$ cat src/rtl/axi_read_port_arbiter.sv
// Two-requester arbiter in front of a single AXI burst read master. Latches one
// request per requester, issues bursts one at a time, and steers R-channel strobes to the owner.
module axi_read_port_arbiter #(
  parameter int ADDR_WIDTH = 32,
  parameter int DATA_WIDTH = 32
) (
  input  logic                  clk,
  input  logic                  rst_n,
  input  logic                  req0_start_read,
  input  logic [ADDR_WIDTH-1:0] req0_read_addr,
  input  logic [31:0]           req0_read_len,
  input  logic [2:0]            req0_read_size,
  input  logic [1:0]            req0_read_burst,
  output logic                  req0_rvalid,
  output logic                  req0_rlast,
  output logic                  req0_arready,
  output logic                  req0_pending,
  output logic                  req0_done,
  input  logic                  req1_start_read,
  input  logic [ADDR_WIDTH-1:0] req1_read_addr,
  input  logic [31:0]           req1_read_len,
  input  logic [2:0]            req1_read_size,
  input  logic [1:0]            req1_read_burst,
  output logic                  req1_rvalid,
  output logic                  req1_rlast,
  output logic                  req1_arready,
  output logic                  req1_pending,
  output logic                  req1_done,
  output logic                  start_read,
  output logic [ADDR_WIDTH-1:0] read_addr,
  output logic [31:0]           read_len,
  output logic [2:0]            read_size,
  output logic [1:0]            read_burst,
  input  logic                  arready,
  input  logic                  rvalid,
  input  logic                  rready,
  input  logic                  rlast,
  output logic [1:0]            grant,
  output logic                  busy,
  output logic                  req_overflow
);

  typedef enum logic [1:0] {IDLE, ISSUE, BURST} state_t;

  state_t state_reg, state_next;

  logic                  owner_reg;
  logic                  last_grant_reg;
  logic [1:0]            grant_reg;
  logic [1:0]            pending_reg;
  logic [1:0]            done_reg;
  logic                  overflow_reg;
  logic [ADDR_WIDTH-1:0] slot_addr_reg  [2];
  logic [31:0]           slot_len_reg   [2];
  logic [2:0]            slot_size_reg  [2];
  logic [1:0]            slot_burst_reg [2];
  logic [ADDR_WIDTH-1:0] read_addr_reg;
  logic [31:0]           read_len_reg;
  logic [2:0]            read_size_reg;
  logic [1:0]            read_burst_reg;

  logic [1:0]            start_vec;
  logic [ADDR_WIDTH-1:0] in_addr  [2];
  logic [31:0]           in_len   [2];
  logic [2:0]            in_size  [2];
  logic [1:0]            in_burst [2];
  logic [1:0]            reject;
  logic [1:0]            accept;
  logic [1:0]            rvalid_vec, rlast_vec, arready_vec;
  logic                  last_beat;
  logic                  take;
  logic                  winner;

  assign start_vec   = {req1_start_read, req0_start_read};
  assign in_addr[0]  = req0_read_addr;
  assign in_addr[1]  = req1_read_addr;
  assign in_len[0]   = req0_read_len;
  assign in_len[1]   = req1_read_len;
  assign in_size[0]  = req0_read_size;
  assign in_size[1]  = req1_read_size;
  assign in_burst[0] = req0_read_burst;
  assign in_burst[1] = req1_read_burst;

  assign last_beat = (state_reg == BURST) && rvalid && rready && rlast;
  assign take      = (state_reg == IDLE) && (|pending_reg);
  // With both pending, the requester that did not win last time goes next.
  assign winner    = (pending_reg == 2'b11) ? ~last_grant_reg : pending_reg[1];

  genvar gi;
  generate
    for (gi = 0; gi < 2; gi++) begin : g_slot
      logic owned_active;

      // A burst finishing this cycle frees its owner to queue the next request.
      assign owned_active = (state_reg != IDLE) && (owner_reg == 1'(gi)) && !last_beat;
      assign reject[gi]   = start_vec[gi] && (pending_reg[gi] || owned_active);
      assign accept[gi]   = start_vec[gi] && !reject[gi];

      always_ff @(posedge clk or negedge rst_n) begin
        if (!rst_n) begin
          pending_reg[gi]    <= 1'b0;
          slot_addr_reg[gi]  <= '0;
          slot_len_reg[gi]   <= '0;
          slot_size_reg[gi]  <= '0;
          slot_burst_reg[gi] <= '0;
        end else if (accept[gi]) begin
          pending_reg[gi]    <= 1'b1;
          slot_addr_reg[gi]  <= in_addr[gi];
          slot_len_reg[gi]   <= in_len[gi];
          slot_size_reg[gi]  <= in_size[gi];
          slot_burst_reg[gi] <= in_burst[gi];
        end else if (take && (winner == 1'(gi))) begin
          pending_reg[gi] <= 1'b0;
        end
      end

      assign rvalid_vec[gi]  = (state_reg == BURST) && (owner_reg == 1'(gi)) && rvalid;
      assign rlast_vec[gi]   = (state_reg == BURST) && (owner_reg == 1'(gi)) && rlast;
      assign arready_vec[gi] = (state_reg == BURST) && (owner_reg == 1'(gi)) && arready;
    end
  endgenerate

  always_ff @(posedge clk or negedge rst_n) begin
    if (!rst_n) state_reg <= IDLE;
    else        state_reg <= state_next;
  end

  always_comb begin
    state_next = state_reg;
    case (state_reg)
      IDLE:    if (take) state_next = ISSUE;
      ISSUE:   state_next = BURST;
      BURST:   if (last_beat) state_next = IDLE;
      default: state_next = IDLE;
    endcase
  end

  always_comb begin
    start_read = (state_reg == ISSUE);
    busy       = (state_reg != IDLE);
  end

  always_ff @(posedge clk or negedge rst_n) begin
    if (!rst_n) begin
      owner_reg      <= 1'b0;
      last_grant_reg <= 1'b1;
      grant_reg      <= 2'b00;
      done_reg       <= 2'b00;
      overflow_reg   <= 1'b0;
      read_addr_reg  <= '0;
      read_len_reg   <= '0;
      read_size_reg  <= '0;
      read_burst_reg <= '0;
    end else begin
      done_reg <= last_beat ? (owner_reg ? 2'b10 : 2'b01) : 2'b00;
      if (|reject) overflow_reg <= 1'b1;
      if (take) begin
        owner_reg      <= winner;
        last_grant_reg <= winner;
        grant_reg      <= winner ? 2'b10 : 2'b01;
        read_addr_reg  <= slot_addr_reg[winner];
        read_len_reg   <= slot_len_reg[winner];
        read_size_reg  <= slot_size_reg[winner];
        read_burst_reg <= slot_burst_reg[winner];
      end else if (last_beat) begin
        grant_reg <= 2'b00;
      end
    end
  end

  assign req0_rvalid  = rvalid_vec[0];
  assign req1_rvalid  = rvalid_vec[1];
  assign req0_rlast   = rlast_vec[0];
  assign req1_rlast   = rlast_vec[1];
  assign req0_arready = arready_vec[0];
  assign req1_arready = arready_vec[1];
  assign req0_pending = pending_reg[0];
  assign req1_pending = pending_reg[1];
  assign req0_done    = done_reg[0];
  assign req1_done    = done_reg[1];
  assign grant        = grant_reg;
  assign req_overflow = overflow_reg;
  assign read_addr    = read_addr_reg;
  assign read_len     = read_len_reg;
  assign read_size    = read_size_reg;
  assign read_burst   = read_burst_reg;

endmodule
$ cat config.mk
export PLATFORM = sky130hd
export DESIGN_NAME = axi_read_port_arbiter
export DESIGN_NICKNAME = d
export VERILOG_FILES = /design/src/rtl/axi_read_port_arbiter.sv
export SDC_FILE = /design/constraint.sdc
export NUM_CORES = 1
export LEC_CHECK = 0
export BUFFER_PORTS_ARGS = -buffer_cell sky130_fd_sc_hd__buf_2
export CORE_MARGIN = 2
export CORE_UTILIZATION = 53
export CTS_CLUSTER_DIAMETER = 150
export DETAILED_ROUTE_END_ITERATION = 12
export HOLD_SLACK_MARGIN = 0.1
export PLACE_DENSITY = 0.8
export SYNTH_ARGS = -nofsm -noshare
export SYNTH_HDL_FRONTEND = slang
export SYNTH_SLANG_ARGS = --single-unit
$ cat constraint.sdc
create_clock -name clk -period 2.6 [get_ports clk]
set_input_delay 0.26 -clock clk [delete_from_list [all_inputs] [get_ports clk]]
set_output_delay 0.26 -clock clk [all_outputs]
set_load 0.02 [all_outputs]
==> metrics.txt <==
Pwr per Cell Area=1252 nW/µm²; I/O Buffers=229; post-DP HPWL=13.85 mm; setup TNS=0 ps; row cnt=46; worst-path cell chain=and4b_1 > o311ai_4 > buf_12 > mux2_1; Syn Area/Cell=15.11 µm²; crit path kind=reg -> reg; Mapped Nets=about 730; First-pass DRT Iterations=4; Power Total=15.32 mW; switch share=between 30 and 40%; worst clock skew=6.356 ps; Post-Syn Instances=579; Die Height=132.5 µm; worst-skew pair later-pin latency=approximately 500 ps; post-synth cell types=28; Clk network pwr share=around 20%; GRT Overall Usage=between 20 and 30%; CP Launch Type=flop; Commonest cells post-synth=217 x dfrtp_1, 89 x mux2_2, 70 x a221o_1; Final WS setup=463.7 ps; Hold Crit Class=in -> reg; CTS root buf=clkbuf_16; per-cell routed wire length=about 21 µm; Starting DRT DRC Count=466; internal power=9.739 mW; residual DRC count=0; Area Growth Syn to Fin=39.81%; Clock transition at path regs=roughly 60 ps; core area=16,000 µm²; initial antenna violation count=1; Worst EP arrival=2500 ps; Sequential Power Share=40.4%; Setup WS pre-CTS=531.9 ps; VDD IR max=0.0007210 V; Hold Slack=130.5 ps; register bit total from synthesis=approximately 220; htree depth=1; Syn. warnings=0; post-synthesis sequential area ratio=just over 60%; CTS Buffer Depth=3; Max Slew Vio Count=0; ys flop type=dfrtp_1; Mapped Area=8750 µm²; actual slew at the worst max-slew pin=772.9 ps; cts bufs inserted=23; CP max stage cell=dfrtp_1; RSZ-0062 raised after global routing=false; combinational share of power=39.7%; crit-path max cell delay=510 ps; final worst-path cycle share=82.17%; die area=17,550 µm²; Max Freq=approximately 470 MHz; status=finished, final reports clean; critical-path maximum fanout=70; largest net degree at the start of global routing=96; Setup Fix Bufs, Post-CTS=0; leak pwr=5.707 nW; Critical R2R Launch=state_reg[0]; Post-synth ARST share=100.0%; share of cells above drive strength 1=39.44%; via count=~6,800; final antenna-violating net count=0; minimum clock period=2136 ps; Hold Startpoint=rvalid; post-synth top area share=62.06%; CTS Sinks=218; IO Count=230; Final nets=1,088; global-route wire length before repair=39.92 mm; max-cap viol count=0; DR vias/cell=5.788; top-count cell post-synth=dfrtp_1; post-synth top area cell=dfrtp_1; CTS tree=yes; vias in the first global route=7,493; Starting Density=54.68%; Critical path origin=state_reg[0]; Fin. Hold Viols=0; Remaining Overflow, GRT=0; die width=132.5 µm; EDFF count, synth=0; drt total wl=24.75 mm; GP Congestion=0.8444; relative slew slack=48.48%; CP required=2960 ps; top post-synthesis cells by area=dfrtp_1 62%, mux2_2 11%, a221o_1 8.0%; CP Capture Type=flop; final setup fails=0; Switching Power=approximately 5.6 mW
## worst paths after layout
| kind | slack, ps | cells after the start | endpoint |
|---|---|---|---|
| worst max-delay path | 460 | 4 | slot_addr_reg[45] |
| worst min-delay path | 130 | 3 | done_reg[1] |
| worst max register to register | 460 | 4 | slot_addr_reg[45] |
| worst min register to register | 490 | 1 | slot_addr_reg[47] |
| max in group asynchronous | 1320 | 3 | last_grant_reg |
| min in group asynchronous | 440 | 2 | slot_len_reg[8] |
## metal layers
metal  share of wire, %  up-vias  wire length, µm  global-route usage [%]
met4                2.5        0              622                   8.363
met2                 50      343            12490                   48.70
li1                   -     2903                -                       -
met3                8.0       63             1985                   6.590
met1                 39     3480             9646                   36.13
met5                  0        -                0                       0
## area by class of cell
cell class                      count  area (µm²)
Inverter                            4       15.01
Clock inverter                      8       46.29
Multi-Input combinational cell    310        3043
Clock buffer                       31       655.6
Fill cell                         943        3767
Timing Repair Buffer              385        2744
Sequential cell                   218        5456
Tap cell                          216       270.3
Antenna cell                        1       2.502
## power by group through the flow
| stage | Clock (mW) | Sequential [mW] | Combinational (mW) |
|---|---|---|---|
| after floorplan | 0 | 6.49 | 3.53 |
| after global placement | 0 | 6.00 | 5.55 |
| after detailed placement | 0 | 6.12 | 5.83 |
| after CTS | 3.10 | 6.10 | 6.00 |
| after global routing | 3.26 | 6.34 | 6.51 |
| final | 3.06 | 6.18 | 6.08 |
## logic make-up after synthesis
group                  share of synthesized area (%)
multiplexers                                   17.76
buffers and inverters                          3.189
AND/OR/NAND/NOR                                1.230
flip-flops                                     62.36
AO/OA/AOI/OAI                                  15.46
## critical path, delay by kind of cell (launching register included)
family / cells / cell delay, ps
DFF: 1 / 510
muxes: 1 / 400
buffers and inverters: 1 / 350
and+or+nand+nor: 1 / 330
AOI/OAI and AO/OA: 1 / 270
## repair_timing
item	CTS	global route
gates resized for setup	0	0
hold buffers	142	0
hold endpoints to repair	229	0
## layout by cell type, fill, tap and decap left out, drive strengths merged
| master | n |
|---|---|
| a2111oi | 1 |
| a21boi | 69 |
| a21o | 4 |
| a221o | 70 |
| a31o | 2 |
| and3 | 6 |
| and4b | 1 |
| buf | 242 |
| clkbuf | 32 |
| clkinv | 7 |
| clkinvlp | 1 |
| dfrtp | 217 |
| dfstp | 1 |
| diode | 1 |
| dlygate4sd3 | 142 |
| inv | 4 |
| mux2 | 138 |
| nand2 | 2 |
| nand2b | 1 |
| nand3 | 1 |
| nor2 | 4 |
| nor2b | 2 |
| nor3b | 1 |
| o211a | 1 |
| o211ai | 1 |
| o21ai | 3 |
| o311ai | 1 |
| o31ai | 1 |
| or2 | 1 |
## metrics by stage
stage | area [µm²] | cells | utilization, %
2_1_floorplan | 8750 | 579 | -
4_1_cts | 12230 | 1172 | 76.44
5_1_grt | 12230 | 1173 | 76.45
3_5_place_dp | 10110 | 991 | 63.17
6_report | 12230 | 1173 | 76.45
3_3_place_gp | 10110 | 991 | 63.17
Power figures use the tool's default switching activity.
